$ cat src/rtl/dbg_loader.sv
// rtl/dbg_loader.sv - UART byte-command debug loader driving a word-wide memory port
// Commands: W addr data, R addr, H (halt CPU), G (release CPU); multi-byte fields little-endian.
module dbg_loader #(
    parameter int RD_LAT    = 1,
    parameter bit BOOT_HALT = 1'b1
) (
    input  logic        clk,
    input  logic        n_reset,
    input  logic [7:0]  rx_data,
    input  logic        rx_valid,
    output logic [7:0]  tx_data,
    output logic        tx_valid,
    input  logic        tx_ready,
    output logic        cpu_n_reset,
    output logic        dbg_mem_op,
    output logic [3:0]  dbg_wren,
    output logic [31:0] dbg_adr,
    output logic [31:0] dbg_do,
    input  logic [31:0] dbg_di,
    output logic        err
);

    localparam logic [7:0] CMD_W   = 8'h57;
    localparam logic [7:0] CMD_R   = 8'h52;
    localparam logic [7:0] CMD_H   = 8'h48;
    localparam logic [7:0] CMD_G   = 8'h47;
    localparam logic [7:0] REPLY_K = 8'h4B;
    localparam logic [7:0] REPLY_E = 8'h45;
    localparam logic [2:0] LAT_LAST = 3'(RD_LAT);

    typedef enum logic [2:0] {
        IDLE,
        ARG,
        WR,
        RD,
        TX
    } state_t;

    state_t      state_q,   state_d;
    logic        is_wr_q,   is_wr_d;
    logic [2:0]  cnt_q,     cnt_d;
    logic [31:0] addr_q,    addr_d;
    logic [31:0] data_q,    data_d;
    logic [2:0]  lat_q,     lat_d;
    logic [31:0] txbuf_q,   txbuf_d;
    logic [2:0]  tx_left_q, tx_left_d;
    logic        cpu_q,     cpu_d;
    logic        err_q,     err_d;
    logic        last_arg;

    always_ff @(posedge clk or negedge n_reset) begin
        if (!n_reset) begin
            state_q   <= IDLE;
            is_wr_q   <= 1'b0;
            cnt_q     <= 3'd0;
            addr_q    <= 32'd0;
            data_q    <= 32'd0;
            lat_q     <= 3'd0;
            txbuf_q   <= 32'd0;
            tx_left_q <= 3'd0;
            cpu_q     <= ~BOOT_HALT;
            err_q     <= 1'b0;
        end else begin
            state_q   <= state_d;
            is_wr_q   <= is_wr_d;
            cnt_q     <= cnt_d;
            addr_q    <= addr_d;
            data_q    <= data_d;
            lat_q     <= lat_d;
            txbuf_q   <= txbuf_d;
            tx_left_q <= tx_left_d;
            cpu_q     <= cpu_d;
            err_q     <= err_d;
        end
    end

    assign last_arg = is_wr_q ? (cnt_q == 3'd7) : (cnt_q == 3'd3);

    always_comb begin
        state_d   = state_q;
        is_wr_d   = is_wr_q;
        cnt_d     = cnt_q;
        addr_d    = addr_q;
        data_d    = data_q;
        lat_d     = lat_q;
        txbuf_d   = txbuf_q;
        tx_left_d = tx_left_q;
        cpu_d     = cpu_q;
        err_d     = 1'b0;
        case (state_q)
            IDLE: begin
                if (rx_valid) begin
                    case (rx_data)
                        CMD_W, CMD_R: begin
                            is_wr_d = (rx_data == CMD_W);
                            cnt_d   = 3'd0;
                            state_d = ARG;
                        end
                        CMD_H, CMD_G: begin
                            cpu_d     = (rx_data == CMD_G);
                            txbuf_d   = {24'd0, REPLY_K};
                            tx_left_d = 3'd1;
                            state_d   = TX;
                        end
                        default: err_d = 1'b1;
                    endcase
                end
            end
            ARG: begin
                if (rx_valid) begin
                    // Shift in from the top so the first byte ends up in bits [7:0].
                    if (!cnt_q[2]) begin
                        addr_d = {rx_data, addr_q[31:8]};
                    end else begin
                        data_d = {rx_data, data_q[31:8]};
                    end
                    cnt_d = cnt_q + 3'd1;
                    if (last_arg) begin
                        if (cpu_q) begin
                            err_d     = 1'b1;
                            txbuf_d   = {24'd0, REPLY_E};
                            tx_left_d = 3'd1;
                            state_d   = TX;
                        end else if (is_wr_q) begin
                            state_d = WR;
                        end else begin
                            lat_d   = 3'd0;
                            state_d = RD;
                        end
                    end
                end
            end
            WR: begin
                err_d     = rx_valid;
                txbuf_d   = {24'd0, REPLY_K};
                tx_left_d = 3'd1;
                state_d   = TX;
            end
            RD: begin
                err_d = rx_valid;
                if (lat_q == LAT_LAST) begin
                    txbuf_d   = dbg_di;
                    tx_left_d = 3'd4;
                    state_d   = TX;
                end else begin
                    lat_d = lat_q + 3'd1;
                end
            end
            TX: begin
                err_d = rx_valid;
                if (tx_ready) begin
                    txbuf_d   = {8'd0, txbuf_q[31:8]};
                    tx_left_d = tx_left_q - 3'd1;
                    if (tx_left_q == 3'd1) begin
                        state_d = IDLE;
                    end
                end
            end
            default: state_d = IDLE;
        endcase
    end

    assign dbg_mem_op  = (state_q == WR) || (state_q == RD);
    assign dbg_wren    = (state_q == WR) ? 4'hF : 4'h0;
    assign dbg_adr     = addr_q;
    assign dbg_do      = data_q;
    assign tx_valid    = (state_q == TX);
    assign tx_data     = txbuf_q[7:0];
    assign cpu_n_reset = cpu_q;
    assign err         = err_q;

endmodule

$ cat config.mk
export PLATFORM = sky130hd
export DESIGN_NAME = dbg_loader
export DESIGN_NICKNAME = d
export VERILOG_FILES = /design/src/rtl/dbg_loader.sv
export SDC_FILE = /design/constraint.sdc
export NUM_CORES = 1
export LEC_CHECK = 0
export BUFFER_PORTS_ARGS = -buffer_cell sky130_fd_sc_hd__buf_2
export CAP_MARGIN = 15
export CORE_ASPECT_RATIO = 1.1
export CORE_UTILIZATION = 50
export CTS_CLUSTER_SIZE = 10
export DETAILED_ROUTE_END_ITERATION = 10
export PLACE_DENSITY = 0.72
export SLEW_MARGIN = 10
export SYNTH_ARGS = -nofsm -noshare
export SYNTH_HDL_FRONTEND = slang
export SYNTH_SLANG_ARGS = --single-unit
$ cat constraint.sdc
create_clock -name clk -period 2.8 [get_ports clk]
set_clock_uncertainty 0.1 [all_clocks]
set_input_delay 0.56 -clock clk [delete_from_list [all_inputs] [get_ports clk]]
set_output_delay 0.56 -clock clk [all_outputs]
set_load 0.01 [all_outputs]
==> impl.org <==
** Route
- Drc violations :: 0
- Detailed-routing iteration count for the pre-antenna-repair pass :: 4
- Initial DRC count :: 128
- In the detailed route, the total length drawn on met2 is about 5000 µm.
- Detailed-route vias per instance :: around 5.3
- DR WL/cell :: approximately 16 µm
- Met3 layer wire length in the routed design :: 396 µm
- WL final :: roughly 10000 µm
- ANT nets after route :: 0
- The highest metal layer carrying signal wires in the routed design is met4.
- In the final routing, the length of wire on met1 measures roughly 4700 µm.
- The routed layout has approximately 3400 vias.

** Synth
- Library cells used by synthesis :: 50
- In this run, synthesis produced a sequential element count of between 100 and 150.
- Post-Synthesis Net Count :: between 400 and 500
- Cell Area, Synth :: between 5000 and 6000 µm²
- Async set-or-reset flop fraction in the synthesized netlist :: 100.0%
- Average instance area after synthesis :: 12.88 µm²
- The most used flip-flop cell after synthesis is sky130_fd_sc_hd__dfrtp_1.
- Sequential share of the synthesized area :: between 50% and 60%
- Yosys printed 0 warnings.
- The cell count after synthesis came out at 400.
- Yosys mapped a number of flops with a built-in enable equal to 0.

** Die
- Area of the die :: 10710 µm²
- Floorplan core area :: 9937 µm²
- Horiz. Die Dim :: roughly 100 µm
- Once the floorplan was initialized, standard cells occupied approximately half of the core.
- Number of top-level design ports :: ~120
- In this run the core area contains 38 standard-cell rows.
- Die height :: 108.5 µm

** Setup path
- The cell family contributing the most delay on the critical path is flip-flops.
- Critical path buffers and inverters :: 3
- Startpoint of the most critical register-to-register path :: state_q[2]
- Critical Path Stages :: 5
- Kind of start point of the critical path :: flip-flop
- Data required time at the worst endpoint :: roughly 2.1 ns
- Following the worst setup path forward leads to its endpoint at tx_valid.
- Measured in cells, the most critical reg-to-reg path has a length of 6.
- Worst setup slack for register-to-register paths :: 0.56 ns
- Crit-path cells :: nor2_4, nand2_1, inv_2, buf_4, buf_2
- Standard cell with the maximum stage delay on the critical path :: sky130_fd_sc_hd__dfrtp_1
- Capture point of the worst reg-to-reg path :: txbuf_q[14]
- In this run the worst setup path begins at state_q[0].
- The worst setup path is of the flip-flop to output port kind.
- Of all nets on the critical path, the largest fanout is 19.
- Crit path capture type :: output port
- Worst Path Arrival :: ~1.7 ns
- Largest stage delay, worst path :: roughly 0.52 ns

** Clocking
- TritonCTS built the clock tree.
- Maximum level of the CTS H-tree :: 3
- Buffer levels on the longest clock path :: 2
- Post_cts resized :: 0
- CTS placed an instance of sky130_fd_sc_hd__clkbuf_8 at the clock tree root.
- Clock-pin transition on the worst setup and hold timing paths :: approximately 0.1 ns
- Number of buffers inserted during clock tree synthesis :: 9
- The clock net in this run drives a total of approximately 110 sinks.
- Hold repair after CTS inserted 0 buffers.
- The number of setup buffers added after CTS is 0.
- The later pin in the worst-skew pair is clocked with a latency of between 0.3 and 0.4 ns.

** Cells and area
- Top library cells by usage in the layout, fill and taps aside :: 122 x sky130_fd_sc_hd__buf_2, 111 x sky130_fd_sc_hd__dfrtp_1, 67 x sky130_fd_sc_hd__mux2_2
- The number of antenna diodes in the final layout is 0.
- Most frequent standard cell in the layout excluding fill and tap cells :: sky130_fd_sc_hd__buf_2
- Of the cells placed in the final design, the portion with a size suffix greater than 1 is between 40 and 50%.
- Fill cell count :: just over 800
- For this run, the post-layout net count is about 560.
- Cells fill 60.89% of the core in the end.
- Area growth from synthesis to layout :: 17.46%

** Job
- Max-cap violations in this run came to 0.

** STA
- Final period util :: roughly 85%
- For the pin with the worst max-slew slack, the measured transition is between 0.5 and 0.6 ns.
- Setup violations remaining at the end of the flow were counted as 0.
- Unrepaired setup endpoints after global routing :: false
- Relative slew slack :: 60.63%
- Sum of negative setup slack :: 0 ns
- Final hold violation count :: 0
- Crit path time final :: around 2.4 ns
- Based on the critical path, the design can be clocked at up to 422.2 MHz.
- Max Transition Viols Final :: 0

** Global route
- Maximum number of pins on one net before global-route repair :: approximately 110
- The number of antenna violations at the first check in global routing came to 0.
- Wire length of the first global-routing pass :: roughly 16000 µm
- Overall overflow remaining after global route :: 0
- Global routing used 19.47% of the available tracks.
- The number of global-route vias before repair is between 3000 and 4000.

** Outcome
- The run finished with clean final reports.

** Pwr
- Total power of the final layout :: 0.004444 W
- In this run the power density over the cells is roughly 730 nW/µm².
- Across the VDD grid, the largest voltage drop is a little under 500 µV.
- Leakage component of the power :: 3.112 nW

** Min path
- The tightest min-delay check is of the input port to async pin type.

** Place
- The congestion estimate from routability-driven global placement came to about 0.86.
- The count of buffers added on input and output ports is 123.
- Detailed placement finished with a half-perimeter wire length of 7302 µm.
## metal layers
| metal | track usage [%] | vias up |
|---|---|---|
| met5 | 0 | - |
| met4 | 8.102 | 0 |
| met3 | 3.814 | 13 |
| met2 | 30.92 | 81 |
| met1 | 26.28 | 1655 |
| li1 | - | 1614 |
## cell usage after synthesis (all sizes together), types with 2 or more instances
master    n  area share [%]
a21oi     9             1.1
a22o     12             2.0
a22oi     2            0.29
a31oi     4            0.49
and2      2            0.24
buf      27             4.2
clkbuf    5            0.36
dfrtp   111              54
ha        5             1.2
inv      16             1.2
mux2     89              21
mux2i     9             1.7
nand2    28             2.0
nand2b    3            0.36
nand3     2            0.19
nor2     22             2.1
nor2b     3            0.36
nor3      3            0.29
nor3b     3            0.44
nor4      2            0.24
o21ai    22             2.4
o31ai     2            0.29
or4b      2            0.46
xor2      2            0.34
## final cells by class
class,instances,area [µm²],area share (%)
clock buffer,10,137.6,2.275
clock inverter,5,90.09,1.489
inverter,16,60.06,0.9926
multi-input combinational,241,2085,34.45
sequential,111,2778,45.91
tap,120,150.1,2.481
timing repair buffer,134,750.7,12.41
## report_power, final
part	leakage (nW)	internal [W]	switching, W	total [W]
sequential	1.48	0.00194	0.000236	0.00218
combinational	1.52	0.000598	0.000583	0.00118
clock	0.112	0.000536	0.000546	0.00108
## metrics by stage
stage	setup WS [ns]	std cells	hold WS [ns]	area [µm²]
floorplan	0.4476	400	0.1644	5151
global placement	0.2229	622	0.3698	5823
detailed placement	0.2123	622	0.3839	5823
CTS	0.4152	637	0.1644	6051
global route	0.3403	637	0.1942	6051
finish	0.4315	637	0.1390	6051
## flip-flops by register name (all words and copies together), names as in the netlist
register and cells:
dbg_do 32, cnt_q 3, state_q 3, cpu_n_reset 1, txbuf_q 32, err 1
is_wr_q 1, lat_q 3, dbg_adr 32, tx_left_q 3
## logic make-up (layout without fill, tap and decap cells)
kind of cell / Yosys count / after routing / share of synthesized area (%)
XOR/XNOR: 3 / 3 / 0.5102
adder cells (fa/ha/maj): 5 / 5 / 1.214
buffers and inverters: 48 / 165 / 5.708
AND/OR/NAND/NOR: 77 / 77 / 7.724
flip-flops: 111 / 111 / 53.92
multiplexers: 98 / 98 / 22.81
AO/OA/AOI/OAI: 58 / 58 / 8.113
## how the worst min path moves through the flow
stage	start	endpoint	slack, ns	depth (start not counted)
2_1_floorplan	n_reset	cnt_q[0]	0.16	0
3_3_place_gp	lat_q[2]	lat_q[2]	0.37	1
3_5_place_dp	lat_q[2]	lat_q[2]	0.38	1
4_1_cts	n_reset	dbg_do[6]	0.16	2
5_1_grt	n_reset	dbg_adr[13]	0.19	2
6_report	n_reset	dbg_do[6]	0.14	2
(Power assumes the default switching activity.)
